### config.mk
export PLATFORM = sky130hd
export DESIGN_NAME = ysyx_25020047_exu_mc
export DESIGN_NICKNAME = d
export VERILOG_FILES = /design/src/rtl/ysyx_25020047_exu_mc.sv
export SDC_FILE = /design/constraint.sdc
export NUM_CORES = 1
export LEC_CHECK = 0
export CAP_MARGIN = 10
export CORE_UTILIZATION = 45
export DETAILED_ROUTE_END_ITERATION = 16
export PLACE_DENSITY = 0.76
export SYNTH_ARGS = -nofsm -noshare
export SYNTH_HDL_FRONTEND = slang
export SYNTH_SLANG_ARGS = --single-unit
### constraint.sdc
create_clock -name clock -period 7.6 [get_ports clock]
set_input_delay 0.76 -clock clock [delete_from_list [all_inputs] [get_ports clock]]
set_output_delay 0.76 -clock clock [all_outputs]
set_load 0.05 [all_outputs]
### src/rtl/ysyx_25020047_exu_mc.sv
// Multi-cycle execute unit: single-cycle RV32 integer ops plus iterative
// MUL / DIVU / REMU, with every result registered behind a valid/ready output.
module ysyx_25020047_exu_mc #(
    parameter int XLEN   = 32,
    parameter bit MDU_EN = 1'b1
) (
    input  logic            clock,
    input  logic            reset,
    input  logic            in_valid,
    output logic            in_ready,
    input  logic [31:0]     in_op,
    input  logic [XLEN-1:0] in_rdata1,
    input  logic [XLEN-1:0] in_rdata2,
    input  logic [XLEN-1:0] in_imm,
    input  logic [XLEN-1:0] in_pc,
    input  logic [XLEN-1:0] in_snpc,
    output logic            out_valid,
    input  logic            out_ready,
    output logic [XLEN-1:0] out_result,
    output logic            out_reg_wen,
    output logic            out_mem_read,
    output logic            out_mem_write,
    output logic            out_ebreak,
    output logic            out_illegal
);

    // One extra bit so the counter can hold XLEN itself without wrapping.
    localparam int CW = $clog2(XLEN) + 1;
    localparam logic [CW-1:0] C_LOAD = CW'(XLEN);
    localparam logic [CW-1:0] C_ONE  = CW'(1);

    typedef enum logic [1:0] {S_IDLE, S_BUSY, S_DONE} state_t;

    state_t          r_state;
    logic [CW-1:0]   r_cnt;
    logic            r_valid;
    logic [XLEN-1:0] r_result;
    logic            r_wen, r_rd, r_wr, r_eb, r_ill;

    logic            w_fire;
    logic            w_onehot, w_legal;
    logic            w_is_mul, w_is_divu, w_is_remu, w_div0, w_start_mdu;
    logic [XLEN-1:0] w_sum, w_pcimm, w_sc_result, w_mdu_next;
    logic            w_sc_wen, w_sc_rd, w_sc_wr, w_sc_eb;
    logic            w_lt_s_imm, w_lt_u_imm, w_lt_s_reg, w_lt_u_reg, w_eq;

    assign in_ready = (r_state == S_IDLE) || (r_state == S_DONE && out_ready);
    assign w_fire   = in_valid && in_ready;

    // Legal means exactly one bit set, not reserved, and MDU bits only when built in.
    assign w_onehot = (in_op != 32'd0) && ((in_op & (in_op - 32'd1)) == 32'd0);
    assign w_legal  = w_onehot && (in_op[31:22] == 10'd0) && (MDU_EN || (in_op[21:19] == 3'd0));

    assign w_is_mul    = w_legal && in_op[19];
    assign w_is_divu   = w_legal && in_op[20];
    assign w_is_remu   = w_legal && in_op[21];
    assign w_div0      = (in_rdata2 == '0);
    // Divide-by-zero never enters the iterative path; it retires next cycle.
    assign w_start_mdu = w_fire && (w_is_mul || ((w_is_divu || w_is_remu) && !w_div0));

    assign w_sum      = in_rdata1 + in_imm;
    assign w_pcimm    = in_pc + in_imm;
    assign w_lt_s_imm = $signed(in_rdata1) < $signed(in_imm);
    assign w_lt_u_imm = in_rdata1 < in_imm;
    assign w_lt_s_reg = $signed(in_rdata1) < $signed(in_rdata2);
    assign w_lt_u_reg = in_rdata1 < in_rdata2;
    assign w_eq       = in_rdata1 == in_rdata2;

    assign w_sc_rd  = w_legal && (in_op[5] || in_op[6]);
    assign w_sc_wr  = w_legal && (in_op[7] || in_op[8]);
    assign w_sc_eb  = w_legal && in_op[2];
    assign w_sc_wen = w_legal && !(in_op[2] || in_op[7] || in_op[8] || in_op[14] || in_op[15]);

    // Single-cycle result select; illegal codes, ebreak and mul resolve to 0.
    always_comb begin
        w_sc_result = '0;
        if (w_legal) begin
            case (1'b1)
                in_op[0], in_op[5], in_op[6], in_op[7], in_op[8]: w_sc_result = w_sum;
                in_op[1]:            w_sc_result = {w_sum[XLEN-1:1], 1'b0};
                in_op[3]:            w_sc_result = in_rdata1 + in_rdata2;
                in_op[4]:            w_sc_result = in_imm;
                in_op[9], in_op[10]: w_sc_result = w_pcimm;
                in_op[11]:           w_sc_result = in_rdata1 - in_rdata2;
                in_op[12]:           w_sc_result = {{(XLEN-1){1'b0}}, w_lt_s_imm};
                in_op[13]:           w_sc_result = {{(XLEN-1){1'b0}}, w_lt_u_imm};
                in_op[14]:           w_sc_result = w_eq ? w_pcimm : in_snpc;
                in_op[15]:           w_sc_result = w_eq ? in_snpc : w_pcimm;
                in_op[16]:           w_sc_result = {{(XLEN-1){1'b0}}, w_lt_s_reg};
                in_op[17]:           w_sc_result = {{(XLEN-1){1'b0}}, w_lt_u_reg};
                in_op[18]:           w_sc_result = in_rdata1 ^ in_rdata2;
                in_op[20]:           w_sc_result = '1;
                in_op[21]:           w_sc_result = in_rdata1;
                default:             w_sc_result = '0;
            endcase
        end
    end

    generate
        if (MDU_EN) begin : g_mdu
            // r_acc: product accumulator / partial remainder.
            // r_opb: shifted multiplicand / divisor.
            // r_opc: multiplier (shifts right) / dividend-then-quotient (shifts left).
            logic [XLEN-1:0] r_acc, r_opb, r_opc;
            logic            r_mul, r_rem;
            logic [XLEN:0]   w_rem_sh, w_diff;
            logic            w_ge;
            logic [XLEN-1:0] w_acc_n, w_opb_n, w_opc_n;

            // One shift-add or one restoring-divide step, and the value it would retire.
            always_comb begin
                w_rem_sh = {r_acc, r_opc[XLEN-1]};
                w_diff   = w_rem_sh - {1'b0, r_opb};
                w_ge     = ~w_diff[XLEN];
                if (r_mul) begin
                    w_acc_n = r_acc + (r_opc[0] ? r_opb : '0);
                    w_opb_n = r_opb << 1;
                    w_opc_n = r_opc >> 1;
                end else begin
                    w_acc_n = w_ge ? w_diff[XLEN-1:0] : w_rem_sh[XLEN-1:0];
                    w_opb_n = r_opb;
                    w_opc_n = {r_opc[XLEN-2:0], w_ge};
                end
                w_mdu_next = (r_mul || r_rem) ? w_acc_n : w_opc_n;
            end

            // Operands are captured at the transfer, then stepped once per BUSY cycle.
            always_ff @(posedge clock or posedge reset) begin
                if (reset) begin
                    r_acc <= '0;
                    r_opb <= '0;
                    r_opc <= '0;
                    r_mul <= 1'b0;
                    r_rem <= 1'b0;
                end else if (w_start_mdu) begin
                    r_acc <= '0;
                    r_mul <= in_op[19];
                    r_rem <= in_op[21];
                    if (in_op[19]) begin
                        r_opb <= in_rdata1;
                        r_opc <= in_rdata2;
                    end else begin
                        r_opb <= in_rdata2;
                        r_opc <= in_rdata1;
                    end
                end else if (r_state == S_BUSY) begin
                    r_acc <= w_acc_n;
                    r_opb <= w_opb_n;
                    r_opc <= w_opc_n;
                end
            end
        end else begin : g_no_mdu
            assign w_mdu_next = '0;
        end
    endgenerate

    // Control FSM with registered result and flags.
    always_ff @(posedge clock or posedge reset) begin
        if (reset) begin
            r_state  <= S_IDLE;
            r_cnt    <= '0;
            r_valid  <= 1'b0;
            r_result <= '0;
            r_wen    <= 1'b0;
            r_rd     <= 1'b0;
            r_wr     <= 1'b0;
            r_eb     <= 1'b0;
            r_ill    <= 1'b0;
        end else begin
            case (r_state)
                S_IDLE, S_DONE: begin
                    if (w_fire) begin
                        r_wen <= w_sc_wen;
                        r_rd  <= w_sc_rd;
                        r_wr  <= w_sc_wr;
                        r_eb  <= w_sc_eb;
                        r_ill <= !w_legal;
                        if (w_start_mdu) begin
                            r_state <= S_BUSY;
                            r_cnt   <= C_LOAD;
                            r_valid <= 1'b0;
                        end else begin
                            r_state  <= S_DONE;
                            r_valid  <= 1'b1;
                            r_result <= w_sc_result;
                        end
                    end else if (r_state == S_DONE && out_ready) begin
                        r_state <= S_IDLE;
                        r_valid <= 1'b0;
                    end
                end
                S_BUSY: begin
                    r_cnt <= r_cnt - C_ONE;
                    if (r_cnt == C_ONE) begin
                        r_state  <= S_DONE;
                        r_valid  <= 1'b1;
                        r_result <= w_mdu_next;
                    end
                end
                default: r_state <= S_IDLE;
            endcase
        end
    end

    assign out_valid     = r_valid;
    assign out_result    = r_result;
    assign out_reg_wen   = r_wen;
    assign out_mem_read  = r_rd;
    assign out_mem_write = r_wr;
    assign out_ebreak    = r_eb;
    assign out_illegal   = r_ill;

endmodule

==> metrics.txt <==
# TYPE chip_impl_metric gauge
chip_impl_info{name="run_status",value="finished, final reports clean"} 1
chip_impl_info{name="post-synth-top-count-cell",value="sky130_fd_sc_hd__a21oi_1"} 1
chip_impl_metric{name="number_of_global_route_vias_before_repair",unit=""} 22800
chip_impl_info{name="timing.hold.worst.class",value="flop to flop"} 1
chip_impl_metric{name="worst-slew-pin-transition",unit="ps"} 1250
chip_impl_info{name="timing.rr.start",value="g_mdu.r_opc[0]"} 1
chip_impl_metric{name="clkLatencyLatePin",unit="ps"} 450
chip_impl_metric{name="total_clock_buffers_created_by_cts",unit=""} 17
chip_impl_metric{name="placeableCoreArea",unit="um^2"} 47900
chip_impl_metric{name="ys_ff_latch",unit=""} 144
chip_impl_metric{name="cp_data_arrival_time",unit="ps"} 6050
chip_impl_metric{name="worst_ep_required_time",unit="ps"} 7950
chip_impl_metric{name="clk_transition_reported_paths",unit="ps"} 60
chip_impl_metric{name="timing.final.crit_period",unit="ps"} 5700
chip_impl_info{name="worst_hold_path.endpoint",value="out_ebreak"} 1
chip_impl_info{name="hold_path_startpoint",value="out_ebreak"} 1
chip_impl_metric{name="worstPathMaxFanout",unit=""} 12
chip_impl_metric{name="post_synth_num_cell_types",unit=""} 80
chip_impl_metric{name="die-width",unit="um"} 223
chip_impl_metric{name="placement.io_buffers",unit=""} 234
chip_impl_info{name="synth_common_cells",value="sky130_fd_sc_hd__a21oi_1 (342), sky130_fd_sc_hd__nand2_1 (341), sky130_fd_sc_hd__o21ai_0 (247)"} 1
chip_impl_metric{name="drtAntennaViolNets",unit=""} 0
chip_impl_metric{name="worst-r2r-cell-count",unit=""} 14
chip_impl_info{name="yosysTopAreaCell",value="sky130_fd_sc_hd__dfrtp_1"} 1
chip_impl_metric{name="final_slew_viol_count",unit=""} 0
chip_impl_metric{name="synth_top_area_share",unit="%"} 16.4
chip_impl_metric{name="antenna_found_initial",unit=""} 0
chip_impl_metric{name="vdd.ir_drop.worst",unit="uV"} 122
chip_impl_info{name="setup_repair_after_global_routing_missed_its_margin",value="no"} 1
chip_impl_metric{name="detail_route.wl_per_cell",unit="um"} 23.8
chip_impl_metric{name="setup_viol",unit=""} 0
chip_impl_metric{name="synth.net_count",unit=""} 3496
chip_impl_metric{name="fill_cells",unit=""} 4583
chip_impl_metric{name="cellPowerDensity",unit="nW/um^2"} 116
chip_impl_metric{name="worst_slew_margin_rel",unit="%"} 14.1
chip_impl_metric{name="cts_setup_buffers",unit=""} 0
chip_impl_info{name="synth_flop_cell",value="sky130_fd_sc_hd__dfrtp_1"} 1
chip_impl_metric{name="post_cts.resized_instances",unit=""} 0
chip_impl_metric{name="final_core_utilization",unit="%"} 52.8
chip_impl_metric{name="first_pass_iters",unit=""} 7
chip_impl_metric{name="global_route_wire_length_before_repair",unit="um"} 137000
chip_impl_metric{name="final.period_utilization",unit="%"} 74.9
chip_impl_info{name="endpoint_kind",value="flop"} 1
chip_impl_metric{name="drtIter0Drc",unit=""} 3289
chip_impl_info{name="critPathLaunchType",value="input pin"} 1
chip_impl_metric{name="die_h",unit="um"} 223
chip_impl_metric{name="rrSetupSlack",unit="ps"} 2380
chip_impl_metric{name="cts.htree.levels",unit=""} 4
chip_impl_metric{name="rows",unit=""} 80
chip_impl_metric{name="floorplan.initialDensity",unit="%"} 45.8
chip_impl_metric{name="max_cap_violation_count",unit=""} 0
chip_impl_metric{name="proportion_of_layout_cells_with_a_drive_suffix_above_1",unit="%"} 3.64
chip_impl_metric{name="synth-seq-area-share",unit="%"} 16.4
chip_impl_metric{name="drc",unit=""} 0
chip_impl_metric{name="postRouteWirelength",unit="um"} 90500
chip_impl_metric{name="holdPathStages",unit=""} 2
chip_impl_metric{name="floorplan.die_area",unit="um^2"} 49700
chip_impl_metric{name="finalNetCount",unit=""} 3600
chip_impl_metric{name="skew",unit="ps"} 11.8
chip_impl_info{name="synth.top_cells.by_area",value="sky130_fd_sc_hd__dfrtp_1 (16%), sky130_fd_sc_hd__ha_1 (13%), sky130_fd_sc_hd__a21oi_1 (7.8%)"} 1
chip_impl_info{name="clock_tree_from_tritoncts",value="yes"} 1
chip_impl_metric{name="synth_area_per_cell",unit="um^2"} 7.15
chip_impl_metric{name="fin_setup_tns",unit="ps"} 0
chip_impl_metric{name="io_pins",unit=""} 235
chip_impl_metric{name="groute.usage.overall",unit="%"} 35.4
chip_impl_metric{name="post_synthesis_cell_count",unit=""} 3072
chip_impl_info{name="r2r_end",value="out_result[26]"} 1
chip_impl_metric{name="maxClockFrequency",unit="MHz"} 176
chip_impl_metric{name="cts.sink_count",unit=""} 144
chip_impl_metric{name="hpwlAfterDp",unit="um"} 71000
chip_impl_metric{name="cts-root-to-sink-buffers",unit=""} 2
chip_impl_metric{name="ctsHoldBuffers",unit=""} 0
chip_impl_metric{name="netlist_area",unit="um^2"} 22000
chip_impl_metric{name="synth_async_sr_flop_share",unit="%"} 100
chip_impl_metric{name="area_delta_synth_final",unit="%"} 15.3
chip_impl_info{name="clock_tree.root_cell",value="sky130_fd_sc_hd__clkbuf_16"} 1
chip_impl_metric{name="grt_start_max_net_pins",unit=""} 84
chip_impl_metric{name="ys_warn_count",unit=""} 0
chip_impl_metric{name="grt_overflow",unit=""} 0
chip_impl_metric{name="avgViaCountPerCell",unit=""} 6.50
chip_impl_metric{name="power.leakage",unit="nW"} 10.7
chip_impl_metric{name="routed-via-count",unit=""} 24700
chip_impl_info{name="crit_type",value="input pin to flop"} 1
chip_impl_metric{name="hold_violations",unit=""} 0
chip_impl_metric{name="gp_routability_congestion",unit=""} 1.07
chip_impl_metric{name="synth_enable_flop_cells",unit=""} 0
-- per-layer routing --
layer / share of wire [%] / vias to the layer above / GRT usage [%] / wire, um
met5: 0 / - / 0 / 0
li1: - / 11400 / - / -
met3: 12 / 238 / 8.19 / 10500
met2: 43 / 1584 / 53.9 / 38500
met1: 41 / 11500 / 47.6 / 37200
met4: 4.8 / 0 / 15.8 / 4300
-- registers in the layout, indices dropped and copies added (netlist names), 2 cells and up --
name	count
g_mdu.r_acc	32
g_mdu.r_opb	32
g_mdu.r_opc	32
out_result	32
r_cnt	6
r_state	2
-- power breakdown --
group | leakage [nW] | switching (W) | total, W | internal [W]
clock network | 0.321 | 0.000357 | 0.000950 | 0.000592
logic | 8.72 | 0.000754 | 0.00120 | 0.000446
registers | 1.64 | 0.0000135 | 0.000791 | 0.000777
-- critical path, stage by stage --
cell and delay, ps:
sky130_fd_sc_hd__clkdlybuf4s50_1 650, sky130_fd_sc_hd__inv_1 80, sky130_fd_sc_hd__ha_1 570, sky130_fd_sc_hd__nand4_1 180, sky130_fd_sc_hd__nor4_1 760, sky130_fd_sc_hd__nand3_1 630
sky130_fd_sc_hd__mux2i_1 1130, sky130_fd_sc_hd__o21ai_0 300, sky130_fd_sc_hd__a221o_1 390, sky130_fd_sc_hd__a21oi_1 260, sky130_fd_sc_hd__a211oi_1 90, sky130_fd_sc_hd__o22ai_1 230
-- logic make-up (layout without fill, tap and decap cells) --
family | Yosys count | in the layout | synth area share [%]
AND/OR/NAND/NOR | 955 | 955 | 20.2
XOR/XNOR | 164 | 164 | 6.54
flip-flops | 144 | 144 | 16.4
AO/OA/AOI/OAI | 1083 | 1083 | 31.2
multiplexers | 133 | 133 | 6.10
other | 0 | 1 | 0
adder cells (fa/ha/maj) | 229 | 229 | 13.2
buffers and inverters | 364 | 481 | 6.30
-- layout make-up --
class / instances / area [um^2] / area share (%)
Multi-Input combinational cell: 2564 / 17000 / 67.2
Sequential cell: 144 / 3610 / 14.2
Tap cell: 615 / 769 / 3.04
Clock buffer: 19 / 443 / 1.75
Inverter: 178 / 673 / 2.66
Clock inverter: 13 / 209 / 0.825
Timing Repair Buffer: 271 / 2620 / 10.3
Antenna cell: 1 / 2.50 / 0.00988
-- stage by stage --
step                worst slack (ps)  total power (W)  hold WS, ps  std cells  instance area, um^2
detailed placement              1640          0.00195          479       3772                24700
global placement                1790          0.00196          468       3772                24700
global route                    1660          0.00303          512       3804                25300
CTS                             2100          0.00289          492       3804                25300
finish                          1900          0.00294          489       3805                25300
floorplan                       2970          0.00152          461       3072                22000
-- cell usage in the layout (no fill, tap or decap), types with 19 or more instances in the layout --
cell and count:
sky130_fd_sc_hd__buf_4 38, sky130_fd_sc_hd__and3_1 19, sky130_fd_sc_hd__clkdlybuf4s50_1 233, sky130_fd_sc_hd__nand2_1 341, sky130_fd_sc_hd__ha_1 222, sky130_fd_sc_hd__a211oi_1 63
sky130_fd_sc_hd__xor2_1 49, sky130_fd_sc_hd__o31ai_1 22, sky130_fd_sc_hd__nand2b_1 27, sky130_fd_sc_hd__nor4_1 32, sky130_fd_sc_hd__dfrtp_1 143, sky130_fd_sc_hd__o211ai_1 66
sky130_fd_sc_hd__nor2_1 237, sky130_fd_sc_hd__nand4_1 26, sky130_fd_sc_hd__xnor2_1 115, sky130_fd_sc_hd__a21oi_1 342, sky130_fd_sc_hd__o21a_1 25, sky130_fd_sc_hd__o21ai_0 247
sky130_fd_sc_hd__mux2i_1 125, sky130_fd_sc_hd__nor2b_1 34, sky130_fd_sc_hd__o21bai_1 26, sky130_fd_sc_hd__a21o_1 49, sky130_fd_sc_hd__and2_1 42, sky130_fd_sc_hd__o221ai_1 27
sky130_fd_sc_hd__nand3_1 67, sky130_fd_sc_hd__nor3_1 59, sky130_fd_sc_hd__a31oi_1 34, sky130_fd_sc_hd__inv_1 176
-- worst max-delay path by stage --
stage / to / slack (ps) / startpoint
2_1_floorplan: g_mdu.r_acc[0] / 2970 / reset
3_3_place_gp: out_result[28] / 1790 / in_op[4]
3_5_place_dp: out_result[12] / 1640 / in_rdata2[26]
4_1_cts: out_result[12] / 2100 / in_rdata2[26]
5_1_grt: out_result[12] / 1660 / in_rdata1[26]
6_report: out_result[12] / 1900 / in_rdata2[22]
Note: power is estimated with default switching activity, not from simulation.
